<file path="config.mk">
export PLATFORM = sky130hd
export DESIGN_NAME = bp_cfg_boot_sequencer_flat
export DESIGN_NICKNAME = d
export VERILOG_FILES = /design/src/rtl/bp_cfg_boot_sequencer_if.sv /design/src/rtl/bp_cfg_boot_sequencer.sv /design/src/flat_wrapper.sv
export SDC_FILE = /design/constraint.sdc
export NUM_CORES = 1
export LEC_CHECK = 0
export ABC_AREA = 0
export CORE_MARGIN = 2
export CORE_UTILIZATION = 35
export CTS_BUF_LIST = sky130_fd_sc_hd__clkbuf_16
export DETAILED_ROUTE_END_ITERATION = 7
export MAX_ROUTING_LAYER = met4
export PLACE_DENSITY = 0.67
export SYNTH_ARGS = -nofsm -noshare
export SYNTH_HDL_FRONTEND = slang
export SYNTH_SLANG_ARGS = --single-unit
</file>
<file path="constraint.sdc">
create_clock -name clk_i -period 2.8 [get_ports clk_i]
set_clock_uncertainty 0.05 [all_clocks]
set_input_delay 0.56 -clock clk_i [delete_from_list [all_inputs] [get_ports clk_i]]
set_output_delay 0.56 -clock clk_i [all_outputs]
set_load 0.03 [all_outputs]
</file>
<file path="src/rtl/bp_cfg_boot_sequencer_if.sv">
// Shared config-bus bundle between the boot sequencer (master) and the per-tile
// config endpoints (slave): one write channel plus a completion ack pulse.
interface bp_cfg_boot_sequencer_if #(
  parameter int core_id_width_p  = 4,
  parameter int cfg_addr_width_p = 16,
  parameter int cfg_data_width_p = 64
);
  logic                        cfg_v;
  logic                        cfg_ready;
  logic [core_id_width_p-1:0]  cfg_core;
  logic [cfg_addr_width_p-1:0] cfg_addr;
  logic [cfg_data_width_p-1:0] cfg_data;
  logic                        cfg_ack;

  modport master (
    output cfg_v, cfg_core, cfg_addr, cfg_data,
    input  cfg_ready, cfg_ack
  );

  modport slave (
    input  cfg_v, cfg_core, cfg_addr, cfg_data,
    output cfg_ready, cfg_ack
  );
endinterface

</file>
<file path="src/rtl/bp_cfg_boot_sequencer.sv">
// Boot-time config sequencer: freezes and programs every core tile over the shared
// config bus, unfreezes them all, and reports done once every write has been acked.
module bp_cfg_boot_sequencer #(
  parameter int num_core_p       = 2,
  parameter int core_id_width_p  = 4,
  parameter int cfg_addr_width_p = 16,
  parameter int cfg_data_width_p = 64,
  parameter int max_credits_p    = 4
) (
  input  logic                        clk_i,
  input  logic                        reset_n_i,
  input  logic                        start_i,
  input  logic                        cce_mode_i,
  bp_cfg_boot_sequencer_if.master     cfg,
  output logic                        busy_o,
  output logic                        done_o
);

  localparam int CNT_W = $clog2(max_credits_p + 1);

  localparam logic [2:0] IDLE     = 3'd0;
  localparam logic [2:0] CONFIG   = 3'd1;
  localparam logic [2:0] UNFREEZE = 3'd2;
  localparam logic [2:0] DRAIN    = 3'd3;
  localparam logic [2:0] DONE     = 3'd4;

  localparam logic [cfg_addr_width_p-1:0] FREEZE_A    = cfg_addr_width_p'(8'h08);
  localparam logic [cfg_addr_width_p-1:0] CORE_ID_A   = cfg_addr_width_p'(8'h09);
  localparam logic [cfg_addr_width_p-1:0] ICACHE_ID_A = cfg_addr_width_p'(8'h0A);
  localparam logic [cfg_addr_width_p-1:0] DCACHE_ID_A = cfg_addr_width_p'(8'h0B);
  localparam logic [cfg_addr_width_p-1:0] CCE_ID_A    = cfg_addr_width_p'(8'h0C);
  localparam logic [cfg_addr_width_p-1:0] CCE_MODE_A  = cfg_addr_width_p'(8'h0D);

  localparam logic [2:0]                 LAST_REG  = 3'd5;
  localparam logic [core_id_width_p-1:0] LAST_CORE = core_id_width_p'(num_core_p - 1);
  localparam logic [CNT_W-1:0]           MAX_CRED  = CNT_W'(max_credits_p);

  function automatic logic [cfg_addr_width_p-1:0] reg_addr(input logic [2:0] idx);
    case (idx)
      3'd0:    return FREEZE_A;
      3'd1:    return CORE_ID_A;
      3'd2:    return ICACHE_ID_A;
      3'd3:    return DCACHE_ID_A;
      3'd4:    return CCE_ID_A;
      default: return CCE_MODE_A;
    endcase
  endfunction

  function automatic logic [cfg_data_width_p-1:0] reg_data(
    input logic [2:0]                 idx,
    input logic [core_id_width_p-1:0] core,
    input logic                       mode
  );
    logic [cfg_data_width_p-1:0] ci;
    ci = cfg_data_width_p'(core);
    case (idx)
      3'd0:    return cfg_data_width_p'(1);
      3'd1:    return ci;
      3'd2:    return ci << 1;
      3'd3:    return (ci << 1) | cfg_data_width_p'(1);
      3'd4:    return ci;
      default: return cfg_data_width_p'(mode);
    endcase
  endfunction

  logic [2:0]                  state_q, state_d;
  logic [core_id_width_p-1:0]  ptr_core_q, ptr_core_d;
  logic [2:0]                  ptr_reg_q, ptr_reg_d;
  logic                        mode_q, mode_d;
  logic [CNT_W-1:0]            cred_q, cred_d;
  logic                        v_q, v_d;
  logic [core_id_width_p-1:0]  core_q, core_d;
  logic [cfg_addr_width_p-1:0] addr_q, addr_d;
  logic [cfg_data_width_p-1:0] data_q, data_d;
  logic                        busy_q, busy_d;
  logic                        done_q, done_d;

  logic accept;
  logic slot_free;
  logic last_core;

  assign accept    = v_q & cfg.cfg_ready;
  assign last_core = (ptr_core_q == LAST_CORE);

  // Ack at zero outstanding is a stray and must not underflow the counter.
  always_comb begin
    cred_d = cred_q;
    if (accept && !cfg.cfg_ack)
      cred_d = cred_q + CNT_W'(1);
    else if (!accept && cfg.cfg_ack && cred_q != '0)
      cred_d = cred_q - CNT_W'(1);
  end

  // A new write may load when the output slot empties this cycle and the
  // post-update credit count still leaves room for it.
  assign slot_free = (!v_q || accept) && (cred_d < MAX_CRED);

  always_comb begin
    state_d    = state_q;
    ptr_core_d = ptr_core_q;
    ptr_reg_d  = ptr_reg_q;
    mode_d     = mode_q;
    v_d        = v_q & ~cfg.cfg_ready;
    core_d     = core_q;
    addr_d     = addr_q;
    data_d     = data_q;
    case (state_q)
      IDLE, DONE: begin
        if (start_i) begin
          state_d    = CONFIG;
          ptr_core_d = '0;
          ptr_reg_d  = '0;
          mode_d     = cce_mode_i;
        end
      end
      CONFIG: begin
        if (slot_free) begin
          v_d    = 1'b1;
          core_d = ptr_core_q;
          addr_d = reg_addr(ptr_reg_q);
          data_d = reg_data(ptr_reg_q, ptr_core_q, mode_q);
          if (ptr_reg_q == LAST_REG) begin
            ptr_reg_d = '0;
            if (last_core) begin
              ptr_core_d = '0;
              state_d    = UNFREEZE;
            end else begin
              ptr_core_d = ptr_core_q + 1'b1;
            end
          end else begin
            ptr_reg_d = ptr_reg_q + 3'd1;
          end
        end
      end
      UNFREEZE: begin
        if (slot_free) begin
          v_d    = 1'b1;
          core_d = ptr_core_q;
          addr_d = FREEZE_A;
          data_d = '0;
          if (last_core) begin
            ptr_core_d = '0;
            state_d    = DRAIN;
          end else begin
            ptr_core_d = ptr_core_q + 1'b1;
          end
        end
      end
      DRAIN: begin
        if ((!v_q || accept) && cred_d == '0)
          state_d = DONE;
      end
      default: state_d = IDLE;
    endcase
  end

  assign busy_d = (state_d == CONFIG) || (state_d == UNFREEZE) || (state_d == DRAIN);
  assign done_d = (state_d == DONE);

  always_ff @(posedge clk_i or negedge reset_n_i) begin
    if (!reset_n_i) begin
      state_q    <= IDLE;
      ptr_core_q <= '0;
      ptr_reg_q  <= '0;
      mode_q     <= 1'b0;
      cred_q     <= '0;
      v_q        <= 1'b0;
      core_q     <= '0;
      addr_q     <= '0;
      data_q     <= '0;
      busy_q     <= 1'b0;
      done_q     <= 1'b0;
    end else begin
      state_q    <= state_d;
      ptr_core_q <= ptr_core_d;
      ptr_reg_q  <= ptr_reg_d;
      mode_q     <= mode_d;
      cred_q     <= cred_d;
      v_q        <= v_d;
      core_q     <= core_d;
      addr_q     <= addr_d;
      data_q     <= data_d;
      busy_q     <= busy_d;
      done_q     <= done_d;
    end
  end

  assign cfg.cfg_v    = v_q;
  assign cfg.cfg_core = core_q;
  assign cfg.cfg_addr = addr_q;
  assign cfg.cfg_data = data_q;
  assign busy_o       = busy_q;
  assign done_o       = done_q;

endmodule

</file>
<file path="src/flat_wrapper.sv">
// flat-port wrapper written by rule: the top's interface ports become plain ports
module bp_cfg_boot_sequencer_flat 
#(
  parameter int num_core_p       = 2,
  parameter int core_id_width_p  = 4,
  parameter int cfg_addr_width_p = 16,
  parameter int cfg_data_width_p = 64,
  parameter int max_credits_p    = 4
)
  (clk_i, reset_n_i, start_i, cce_mode_i, busy_o, done_o, cfg_cfg_v, cfg_cfg_core, cfg_cfg_addr, cfg_cfg_data, cfg_cfg_ready, cfg_cfg_ack);
  bp_cfg_boot_sequencer_if #(.core_id_width_p(core_id_width_p), .cfg_addr_width_p(cfg_addr_width_p), .cfg_data_width_p(cfg_data_width_p)) cfg_i ();
  input  logic clk_i;
  input  logic reset_n_i;
  input  logic start_i;
  input  logic cce_mode_i;
  output logic busy_o;
  output logic done_o;
  output wire logic [$bits(cfg_i.cfg_v)-1:0] cfg_cfg_v;
  output wire logic [$bits(cfg_i.cfg_core)-1:0] cfg_cfg_core;
  output wire logic [$bits(cfg_i.cfg_addr)-1:0] cfg_cfg_addr;
  output wire logic [$bits(cfg_i.cfg_data)-1:0] cfg_cfg_data;
  input wire logic [$bits(cfg_i.cfg_ready)-1:0] cfg_cfg_ready;
  input wire logic [$bits(cfg_i.cfg_ack)-1:0] cfg_cfg_ack;
  assign cfg_cfg_v = cfg_i.cfg_v;
  assign cfg_cfg_core = cfg_i.cfg_core;
  assign cfg_cfg_addr = cfg_i.cfg_addr;
  assign cfg_cfg_data = cfg_i.cfg_data;
  assign cfg_i.cfg_ready = cfg_cfg_ready;
  assign cfg_i.cfg_ack = cfg_cfg_ack;
  bp_cfg_boot_sequencer #(.num_core_p(num_core_p), .core_id_width_p(core_id_width_p), .cfg_addr_width_p(cfg_addr_width_p), .cfg_data_width_p(cfg_data_width_p), .max_credits_p(max_credits_p)) u_core (.clk_i(clk_i), .reset_n_i(reset_n_i), .start_i(start_i), .cce_mode_i(cce_mode_i), .cfg(cfg_i), .busy_o(busy_o), .done_o(done_o));
endmodule
</file>
==> out/metrics.csv, run 1 <==
stage,metric,value,unit
worst_setup_path,CP Launch Type,flip-flop,
power_and_ir_drop,switching share of total power,45.1,%
run_status,status,finished clean,
sta,Slew Limit Fails,0,
routing,routed len/inst,11.3,um
worst_hold_path,Hold Path End,u_core.cfg.cfg_addr[3],
synth,Synth async-reset ratio,100,%
synth,Post-Synthesis Cells,251,
sta,"Setup violations, final",0,
sta,final worst-path cycle share,83.8,%
clocking,Post-CTS Resized,0,
worst_setup_path,critical-path maximum fanout,10,
floorplanning,Die Footprint,7160,um2
sta,Max-slew headroom,59.7,%
cells_and_area,fin area,2410,um2
synth,Unique masters post-synth,55,
worst_hold_path,Worst Hold Path Cells,1,
worst_setup_path,r2r setup slk,0.45,ns
synth,Synth Area in XOR/XNOR,1.87,%
clocking,cts bufs inserted,5,
floorplanning,Ports,93,
synth,Synth Warn #,0,
clocking,maximum buffer depth of the clock tree,2,
worst_hold_path,hold crit path type,reg2reg,
global_route,first-pass GRT wire length,6730,um
routing,vias,1571,
routing,Post-Route WL,3940,um
cells_and_area,ANT cells,0,
sta,final worst slack,0.454,ns
global_route,Tot GR Track Use,11.9,%
placed_design,# port buffers,21,
power_and_ir_drop,logic gate share of total power,50.3,%
clocking,Hold Buf Count CTS,0,
worst_setup_path,CP required,2.93,ns
sta,Total Neg Setup Slack,0,ns
worst_setup_path,critical path class,reg2reg,
power_and_ir_drop,Switch Pwr,0.00120,W
clocking,H-Tree Depth,2,
floorplanning,Die W,84.6,um
cells_and_area,share of cells above drive strength 1,10.3,%
routing,router iterations before antenna repair,4,
synth,Compound-Gate Fraction of Synth Area,15.1,%
sta,Hold Fails Final Rpt,0,
worst_setup_path,reg-to-reg endpoint,u_core.cfg.cfg_data[0],
cells_and_area,number of filler cells placed in the layout,638,
power_and_ir_drop,clock power share,18.8,%
floorplanning,Die Ht,84.6,um
synth,Simple-Gate Fraction of Synth Area,14.4,%
cells_and_area,Syn-to-layout area delta,6.05,%
power_and_ir_drop,Cell Int Power,0.00146,W
power_and_ir_drop,Leakage,1.14,nW
synth,post-synthesis sequential area ratio,33.0,%
global_route,Overflow after GRT,0,
sta,fin crit period,2.35,ns
synth,"EDFF count, synth",0,
clocking,Worst-path clk slew,0.05,ns
clocking,"Setup Fix Bufs, Post-CTS",0,
synth,synthesis-stage register bit count,30,
worst_setup_path,Worst R2R Path Depth,8,
clocking,CTS sink count,30,
sta,Worst Max-Slew Pin Slew,0.597,ns
clocking,CTS Root Cell,clkbuf_16,
cells_and_area,# nets final,280,
synth,main combinational cell family by area after synthesis,buffers and inverters,
routing,# DRC,0,
worst_setup_path,crit path DAT,2.48,ns
synth,adder-cell share of the synthesized area,2.20,%
placed_design,Final Wtd Congestion,0.779,
worst_hold_path,hold_sp,u_core.cfg.cfg_addr[3],
synth,multiplexer share of the synthesized area,5.45,%
global_route,vias in the first global route,1414,
floorplanning,initial core utilization,36.0,%
floorplanning,Core Area,6310,um2
flow_run,Max Cap Violations,0,
placed_design,dpl ws,0.245,ns
clocking,TritonCTS clock tree,done,
clocking,clk_lat worst skew,0.28,ns
global_route,initial antenna violation count,0,
placed_design,placed cell area,2270,um2
routing,DR vias/cell,4.51,
placed_design,DP HPWL,2960,um
worst_setup_path,Worst Setup End Kind,flip-flop,
power_and_ir_drop,Max VDD drop,0.000384,V
synth,Syn Area/Cell,9.06,um2
synth,main flop type after synthesis,dfrtp_1,
power_and_ir_drop,Pwr Density,1100,nW/um2
routing,DR iter-0 viols,56,
sta,RSZ-0062 raised after global routing,false,
routing,Routed Antenna Nets,0,
worst_setup_path,r2r startpoint,u_core.cred_q[0],
synth,synthesized cell area,2270,um2
global_route,largest net degree at the start of global routing,31,
power_and_ir_drop,Sequential Power Share,30.8,%
floorplanning,row cnt,29,
sta,Max Fclk,0.426,GHz
-- cells in the final DEF (no fill, tap or decap), drive strengths merged, types with 3 or more instances in the layout --
master | Yosys | routed
a211oi | 3 | 3
inv | 7 | 8
a21oi | 6 | 6
ha | 4 | 4
clkbuf | 2 | 5
mux2 | 5 | 5
nand2 | 22 | 22
nand3b | 3 | 3
nor2 | 12 | 12
mux2i | 6 | 6
nand2b | 5 | 5
and2 | 3 | 3
a31oi | 5 | 5
xnor2 | 4 | 4
a22oi | 4 | 4
nor2b | 4 | 4
dfrtp | 30 | 30
clkdlybuf4s50 | 0 | 21
conb | 1 | 71
nor3 | 4 | 4
o21ai | 14 | 14
buf | 82 | 5
nand4 | 3 | 3
-- power by group through the flow --
stage	sequential [W]	combinational (W)	clock, W
2_1_floorplan	0.000823	0.00110	0
3_3_place_gp	0.000814	0.00130	0
3_5_place_dp	0.000824	0.00134	0
4_1_cts	0.000820	0.00134	0.000507
5_1_grt	0.000859	0.00148	0.000528
6_report	0.000818	0.00134	0.000500
-- layer usage --
layer  vias to the layer above  GRT usage, %  wire (um)
li1                        755             -          -
met1                       746          14.3       1700
met2                        64          19.0       1970
met3                         6          2.85        209
met4                         0          4.91         62
met5                         -             -          0
-- flip-flops by register name, indices dropped and copies added, names as in the netlist --
| name | flops |
|---|---|
| u_core.cfg.cfg_data | 5 |
| u_core.cfg.cfg_addr | 4 |
| u_core.cfg.cfg_core | 4 |
| u_core.ptr_core_q | 4 |
| u_core.cred_q | 3 |
| u_core.ptr_reg_q | 3 |
| u_core.state_q | 3 |
| u_core.busy_o | 1 |
| u_core.cfg.cfg_v | 1 |
| u_core.done_o | 1 |
| u_core.mode_q | 1 |
-- synth_stat cells (4+ instances only) --
cell type,count,area (um2)
buf_4,71,533
dfrtp_1,30,751
nand2_1,21,78.8
nor2_1,12,45.0
o21ai_0,11,55.1
buf_2,8,40.0
inv_1,7,26.3
a21oi_1,6,30.0
mux2i_1,6,60.1
a31oi_1,5,31.3
ha_1,4,50.1
nand2b_1,4,25.0
-- worst max-delay path: stages (launching register included) --
cell      delay, ns
dfrtp_1        0.36
inv_1          0.10
ha_1           0.21
ha_1           0.23
nand2b_1       0.17
a211oi_2       0.32
a31o_1         0.37
nand2_1        0.20
o21ai_0        0.24
-- final cells by class --
class,instances,area (um2),share of cell area [%]
Multi-Input combinational cell,200,1150,47.8
Sequential cell,30,751,31.1
Timing Repair Buffer,26,248,10.3
Clock buffer,5,125,5.19
Tap cell,77,96.3,3.99
Inverter,7,26.3,1.09
Clock inverter,3,12.5,0.519
-- cell families after synthesis --
family          after synthesis
compound gates               47
fa+ha+maj                     4
other cells                   1
mux                          11
flops                        30
simple gates                 63
buf+inv                      91
xor+xnor                      4
-- stage by stage --
stage,instances,util [%],hold slack [ns],total power (W)
after floorplan,321,-,0.214,0.00192
after global placement,340,36.0,0.400,0.00212
after detailed placement,340,36.0,0.414,0.00216
after CTS,348,38.2,0.427,0.00267
after global routing,348,38.2,0.445,0.00286
final,348,38.2,0.414,0.00266
-- how the worst max path moves through the flow --
stage	start	end	depth (start not counted)
final	u_core.cred_q[0]	u_core.cfg.cfg_data[0]	8
after global routing	u_core.cred_q[0]	u_core.ptr_reg_q[2]	9
after CTS	u_core.cred_q[0]	u_core.cfg.cfg_data[0]	8
after detailed placement	cfg_cfg_ack	u_core.ptr_reg_q[2]	7
after global placement	cfg_cfg_ack	u_core.ptr_reg_q[2]	7
after floorplan	u_core.cred_q[0]	u_core.done_o	9
Power figures use the tool's default switching activity.
==> run 2: changes to the inputs <==
--- a/config.mk
+++ b/config.mk
@@ -11,7 +11,7 @@
 export CTS_BUF_LIST = sky130_fd_sc_hd__clkbuf_16
 export DETAILED_ROUTE_END_ITERATION = 7
 export MAX_ROUTING_LAYER = met4
-export PLACE_DENSITY = 0.67
+export PLACE_DENSITY = 0.7
 export SYNTH_ARGS = -nofsm -noshare
 export SYNTH_HDL_FRONTEND = slang
 export SYNTH_SLANG_ARGS = --single-unit
==> constraint.sdc (replaced) <==
create_clock -name clk_i -period 2 [get_ports clk_i]
set_clock_uncertainty 0.05 [all_clocks]
set_input_delay 0.4 -clock clk_i [delete_from_list [all_inputs] [get_ports clk_i]]
set_output_delay 0.4 -clock clk_i [all_outputs]
set_load 0.03 [all_outputs]
==> run 2 against run 1 <==
Combinational power is 94% higher. Critical path type unchanged. Largest cell class unchanged. Clock-buffer cell count stayed put. Critical path depth is the same. Die area unchanged. Global-route usage increased by 0.39 points. Worst setup slack worse by 0.45 ns. Utilization rose by 4.8 points. Final cell count is 4.3% higher. Largest power group unchanged. Sequential share of layout area fell by 3.4 points. First-iteration DRC count is 3.6% higher.
==> out/metrics.csv, run 2 (same netlist as run 1, synthesis figures left out) <==
stage,metric,value,unit,change
run_status,status,finished clean,,
global_route,vias in the first global route,1486,,+5.1%
cells_and_area,most frequent cells in the layout,"71 x conb_1, 30 x dfrtp_1, 21 x nand2_1, 19 x clkdlybuf4s50_1, 16 x buf_4",,
sta,RSZ-0062 raised after global routing,true,,
floorplanning,Die W,84.6,um,unchanged
cells_and_area,fin area,2710,um2,+12%
routing,met3 wire len,238,um,+14%
floorplanning,Die Footprint,7160,um2,unchanged
routing,routed len/inst,11.9,um,+4.7%
power_and_ir_drop,Leakage,1.27,nW,+12%
worst_setup_path,CP Launch Type,flip-flop,,
cells_and_area,max reg flops,5,,unchanged
routing,metal1 wirelength,1810,um,+6.3%
clocking,Worst-path clk slew,0.05,ns,about the same
routing,DR vias/cell,4.52,,about the same
placed_design,# placed instances,352,,+3.5%
worst_setup_path,CP required,2.11,ns,-0.82 ns
power_and_ir_drop,Max VDD drop,0.000644,V,+68%
worst_hold_path,hold_sp,u_core.cfg.cfg_addr[3],,
cells_and_area,# nets final,295,,+5.4%
worst_setup_path,r2r setup slk,0.003,ns,-0.45 ns
worst_setup_path,reg-to-reg endpoint,u_core.cfg.cfg_core[1],,
power_and_ir_drop,Pwr Density,1630,nW/um2,+48%
placed_design,dpl ws,-0.277,ns,-0.522 ns
sta,final worst-path cycle share,99.9,%,+16 points
global_route,largest net degree at the start of global routing,31,,unchanged
power_and_ir_drop,total power,0.00443,W,+67%
placed_design,Final Wtd Congestion,0.843,,+8.3%
clocking,CTS Root Cell,clkbuf_16,,
sta,Worst Max-Slew Pin Slew,0.808,ns,+0.212 ns
sta,"Setup violations, final",0,,unchanged
floorplanning,initial core utilization,36.0,%,unchanged
worst_setup_path,Worst Setup End Kind,flip-flop,,
cells_and_area,share of cells above drive strength 1,21.0,%,+11 points
clocking,clk_lat worst skew,0.28,ns,about the same
routing,Routed Antenna Nets,0,,unchanged
sta,fin crit period,2.00,ns,-0.349 ns
clocking,maximum buffer depth of the clock tree,2,,unchanged
routing,DR iter-0 viols,58,,+3.6%
worst_hold_path,hold crit path type,reg2reg,,
routing,Post-Route WL,4310,um,+9.2%
floorplanning,Core Area,6310,um2,unchanged
worst_hold_path,Hold Path End,u_core.cfg.cfg_addr[3],,
clocking,CTS sink count,30,,unchanged
routing,top sig layer,met4,,
floorplanning,Ports,93,,unchanged
global_route,initial antenna violation count,0,,unchanged
placed_design,placed cell area,2400,um2,+5.4%
worst_setup_path,Worst R2R Path Depth,8,,unchanged
routing,vias,1640,,+4.4%
clocking,H-Tree Depth,2,,unchanged
sta,Max-slew headroom,45.3,%,-14 points
routing,routed length on met2,2170,um,+10%
clocking,cts bufs inserted,5,,unchanged
routing,# DRC,0,,unchanged
placed_design,DP HPWL,2990,um,+1.0%
clocking,Hold Buf Count CTS,0,,unchanged
worst_setup_path,critical path class,reg2reg,,
global_route,first-pass GRT wire length,6790,um,+0.92%
worst_hold_path,Worst Hold Path Cells,1,,unchanged
worst_setup_path,r2r startpoint,u_core.cred_q[1],,
cells_and_area,"commonest non-fill, non-tap cell in the layout",conb_1,,
placed_design,# port buffers,21,,unchanged
flow_run,Max Cap Violations,0,,unchanged
floorplanning,row cnt,29,,unchanged
worst_setup_path,critical-path maximum fanout,3,,-7
global_route,Tot GR Track Use,12.2,%,+0.39 points
sta,final worst slack,0.00300,ns,-0.451 ns
sta,Hold Fails Final Rpt,0,,unchanged
cells_and_area,ANT cells,0,,unchanged
global_route,Overflow after GRT,0,,unchanged
worst_setup_path,crit path DAT,2.10,ns,-0.38 ns
clocking,TritonCTS clock tree,done,,
sta,Max Fclk,0.501,GHz,+17%
routing,router iterations before antenna repair,4,,unchanged
floorplanning,Die Ht,84.6,um,unchanged
sta,Slew Limit Fails,0,,unchanged
cells_and_area,Syn-to-layout area delta,19.3,%,
cells_and_area,Finished Layout Cells,363,,+4.3%
run 2: cell types whose count changed in the layout (fill, tap and decap cells not counted), sizes merged:
| cell | before | now |
|---|---|---|
| buf | 5 | 20 |
| clkdlybuf4s50 | 21 | 19 |
| dlymetal6s2s | 0 | 2 |
| clkinvlp | 0 | 1 |
| inv | 8 | 7 |
run 2: worst max path at each step:
| stage | from | end | slack, ns | cells after the start |
|---|---|---|---|---|
| global placement | cfg_cfg_ack | u_core.cfg.cfg_core[3] | -0.21 | 6 |
| floorplan | u_core.cred_q[0] | u_core.done_o | 0.02 | 9 |
| global route | u_core.cred_q[1] | u_core.cfg.cfg_core[1] | -0.07 | 8 |
| finish | u_core.cred_q[1] | u_core.cfg.cfg_core[1] | 0.003 | 8 |
| detailed placement | cfg_cfg_ack | u_core.state_q[0] | -0.28 | 6 |
| CTS | u_core.cred_q[1] | u_core.state_q[0] | 0.005 | 8 |
run 2: what timing repair did:
| action | CTS | global route |
|---|---|---|
| gates cloned | 0 | 0 |
| gates resized for setup | 5 | 23 |
| pin swaps | 4 | 9 |
| setup endpoints to repair | 18 | 21 |
| buffers inserted | 1 | 2 |
run 2: per-layer routing:
metal / GRT usage [%] / up-vias
met1: 14.9 / 780
met4: 5.92 / 0
li1: - / 785
met3: 3.15 / 6
met2: 19.0 / 69
met5: - / -
run 2: where the power goes:
group	switching [W]	internal, W
registers	0.000279	0.000833
logic	0.00138	0.00122
clock network	0.000263	0.000453
run 2: critical path: stages (launching register included):
cell	delay (ns)
dfrtp_1	0.38
inv_2	0.09
ha_4	0.14
ha_4	0.20
nor3b_4	0.24
a211oi_4	0.08
a22oi_2	0.23
buf_4	0.18
mux2_4	0.29
run 2: final cells by class:
type	instances	area (um2)
fill	607	3600
timing repair buffer	41	398
tap	77	96.3
clock inverter	3	16.3
inverter	7	26.3
sequential	30	751
multi-input combinational	200	1300
clock buffer	5	125
run 2: through the flow:
| step | hold WS, ns | util [%] | setup TNS (ns) |
|---|---|---|---|
| finish | 0.411 | 43.0 | 0 |
| global route | 0.467 | 43.0 | -0.516 |
| CTS | 0.424 | 40.7 | 0 |
| detailed placement | 0.409 | 38.0 | -4.42 |
| global placement | 0.400 | 38.0 | -3.17 |
| floorplan | 0.0544 | - | 0 |
==> run 3: changes to the inputs <==
--- a/config.mk
+++ b/config.mk
@@ -7,11 +7,11 @@
 export LEC_CHECK = 0
 export ABC_AREA = 0
 export CORE_MARGIN = 2
-export CORE_UTILIZATION = 35
+export CORE_UTILIZATION = 39
 export CTS_BUF_LIST = sky130_fd_sc_hd__clkbuf_16
 export DETAILED_ROUTE_END_ITERATION = 7
 export MAX_ROUTING_LAYER = met4
-export PLACE_DENSITY = 0.7
+export PLACE_DENSITY = 0.77
 export SYNTH_ARGS = -nofsm -noshare
 export SYNTH_HDL_FRONTEND = slang
 export SYNTH_SLANG_ARGS = --single-unit
==> run 3 against run 2 <==
Worst hold slack worse by 0.0031 ns. Critical path depth unchanged. Clock-buffer cell count unchanged. Via count shrank 2.0%. Die area shrank 9.8%. Largest cell class unchanged. Largest power group unchanged.
==> out/metrics.csv, run 3 (same netlist as run 1, synthesis figures left out) <==
stage,metric,value,unit,change
run_status,status,finished clean,,
sta,Max-slew headroom,63.4,%,+18 points
worst_setup_path,CP Launch Type,flip-flop,,
routing,vias,1607,,-2.0%
worst_hold_path,Worst Hold Path Cells,1,,unchanged
sta,"Setup violations, final",0,,unchanged
global_route,initial antenna violation count,0,,unchanged
clocking,TritonCTS clock tree,done,,
sta,Worst Max-Slew Pin Slew,0.547,ns,-0.261 ns
power_and_ir_drop,Cell Int Power,0.00242,W,-3.2%
clocking,Hold Buf Count CTS,0,,unchanged
cells_and_area,# nets final,295,,unchanged
power_and_ir_drop,Leakage,1.25,nW,-1.8%
cells_and_area,max reg flops,5,,unchanged
floorplanning,Die W,80.4,um,-5.0%
global_route,largest net degree at the start of global routing,31,,unchanged
worst_setup_path,crit path buf inv count,2,,unchanged
sta,fin crit period,1.97,ns,-0.0233 ns
worst_setup_path,CP startpoint,u_core.cred_q[0],,
cells_and_area,share of cells above drive strength 1,20.6,%,-0.35 points
global_route,Overflow after GRT,0,,unchanged
global_route,vias in the first global route,1478,,-0.54%
worst_setup_path,Worst R2R Path Depth,8,,unchanged
placed_design,placed cell area,2400,um2,about the same
floorplanning,row cnt,27,,-6.9%
power_and_ir_drop,logic gate share of total power,57.0,%,-1.7 points
worst_setup_path,critical-path maximum fanout,5,,+2
routing,routed len/inst,11.5,um,-3.2%
cells_and_area,"Core Util, Final",47.8,%,+4.8 points
worst_setup_path,CP required,2.11,ns,about the same
sta,final hold slack,0.408,ns,-0.00305 ns
worst_setup_path,Worst path max stage delay,0.38,ns,about the same
clocking,Worst-path clk slew,0.05,ns,about the same
global_route,Tot GR Track Use,13.2,%,+0.94 points
sta,Slew Limit Fails,0,,unchanged
cells_and_area,most frequent cells in the layout,"71 x conb_1, 30 x dfrtp_1, 20 x nand2_1, 20 x clkdlybuf4s50_1, 16 x buf_4",,
power_and_ir_drop,clock power share,16.6,%,+0.4 points
worst_setup_path,r2r setup slk,0.03,ns,+0.02 ns
clocking,CTS sink count,30,,unchanged
worst_setup_path,CP max-delay cell,dfrtp_1,,
clocking,maximum buffer depth of the clock tree,2,,unchanged
power_and_ir_drop,Switch Pwr,0.00187,W,-2.9%
routing,router iterations before antenna repair,4,,unchanged
routing,DR vias/cell,4.49,,-0.64%
routing,DR iter-0 viols,70,,+21%
worst_setup_path,critical path class,reg2reg,,
clocking,cts bufs inserted,5,,unchanged
worst_hold_path,hold_sp,u_core.cfg.cfg_addr[3],,
sta,final worst-path cycle share,98.7,%,-1.2 points
cells_and_area,fin area,2660,um2,-1.8%
placed_design,DP HPWL,2920,um,-2.6%
sta,Max Fclk,0.507,GHz,+1.2%
clocking,CTS Root Cell,clkbuf_16,,
cells_and_area,ANT cells,0,,unchanged
floorplanning,initial core utilization,40.8,%,+4.8 points
global_route,first-pass GRT wire length,6480,um,-4.6%
flow_run,Max Cap Violations,0,,unchanged
clocking,H-Tree Depth,2,,unchanged
placed_design,# port buffers,21,,unchanged
routing,Routed Antenna Nets,0,,unchanged
worst_setup_path,Crit path depth,8,,unchanged
clocking,clk_lat worst skew,0.27,ns,about the same
worst_setup_path,critical path cell sequence,buf_4 -> ha_2 -> nor2b_4 -> xnor2_2 -> a31o_1 -> buf_6 -> o31a_4 -> a32o_2,,
cells_and_area,flip-flop and latch area,751,um2,unchanged
worst_setup_path,r2r startpoint,u_core.cred_q[0],,
worst_setup_path,Worst Setup End Kind,flip-flop,,
power_and_ir_drop,Pwr Density,1610,nW/um2,-1.3%
cells_and_area,"commonest non-fill, non-tap cell in the layout",conb_1,,
routing,# DRC,0,,unchanged
floorplanning,Ports,93,,unchanged
worst_hold_path,hold crit path type,reg2reg,,
worst_setup_path,crit path DAT,2.09,ns,about the same
power_and_ir_drop,Max VDD drop,0.000672,V,+4.3%
power_and_ir_drop,switching share of total power,43.5,%,+0.084 points
sta,RSZ-0062 raised after global routing,true,,
floorplanning,Core Area,5570,um2,-12%
routing,Post-Route WL,4110,um,-4.6%
cells_and_area,Multi-input gate area,1270,um2,-2.5%
power_and_ir_drop,Sequential Power Share,26.4,%,+1.3 points
worst_setup_path,cell family with most CP delay,compound AO/OA/AOI/OAI gates,,
sta,Hold Fails Final Rpt,0,,unchanged
cells_and_area,number of filler cells placed in the layout,523,,-14%
floorplanning,Die Ht,80.4,um,-5.0%
cells_and_area,Syn-to-layout area delta,17.1,%,
floorplanning,Die Footprint,6460,um2,-9.8%
placed_design,Final Wtd Congestion,0.804,,-4.7%
run 3: final cells by class:
class,instances,share of cell area (%)
multi-input combinational,200,47.6
sequential,30,28.2
timing repair buffer,41,14.5
clock buffer,5,4.70
tap,72,3.38
inverter,7,0.987
clock inverter,3,0.611
run 3: timing repair:
item,in CTS,in global routing
gates resized for setup,3,21
pin swaps,1,6
endpoints found under the setup margin,7,21
hold endpoints to repair,0,0
buffers inserted,0,2
run 3: final timing paths:
| check | end |
|---|---|
| hold / removal | u_core.cfg.cfg_addr[3] |
| setup reg to reg | u_core.done_o |
| setup / recovery | u_core.done_o |
| min in group asynchronous | u_core.cfg.cfg_v |
| max in group asynchronous | u_core.ptr_reg_q[0] |
| hold reg to reg | u_core.cfg.cfg_addr[3] |
run 3: routing by layer:
layer	vias to the layer above	global-route usage (%)	wire length, um
met5	-	-	0
met4	0	2.88	0
met3	0	4.49	257
met2	60	21.9	2110
met1	759	15.5	1750
li1	788	-	-
run 3: through the flow:
step                      power [W]  TNS (ns)  setup WS [ns]  cells
after floorplan             0.00273         0         0.0217    321
after global placement      0.00323     -1.53         -0.132    348
after detailed placement    0.00331     -2.25         -0.168    348
after CTS                   0.00408         0        0.00572    356
after global routing        0.00458    -0.218        -0.0534    358
final                       0.00429         0         0.0263    358
run 3: power groups by stage:
stage,registers (W),logic (W),clock network (W)
global route,0.00118,0.00265,0.000751
global placement,0.00111,0.00212,0
CTS,0.00112,0.00223,0.000725
finish,0.00113,0.00245,0.000711
floorplan,0.00115,0.00158,0
detailed placement,0.00113,0.00218,0
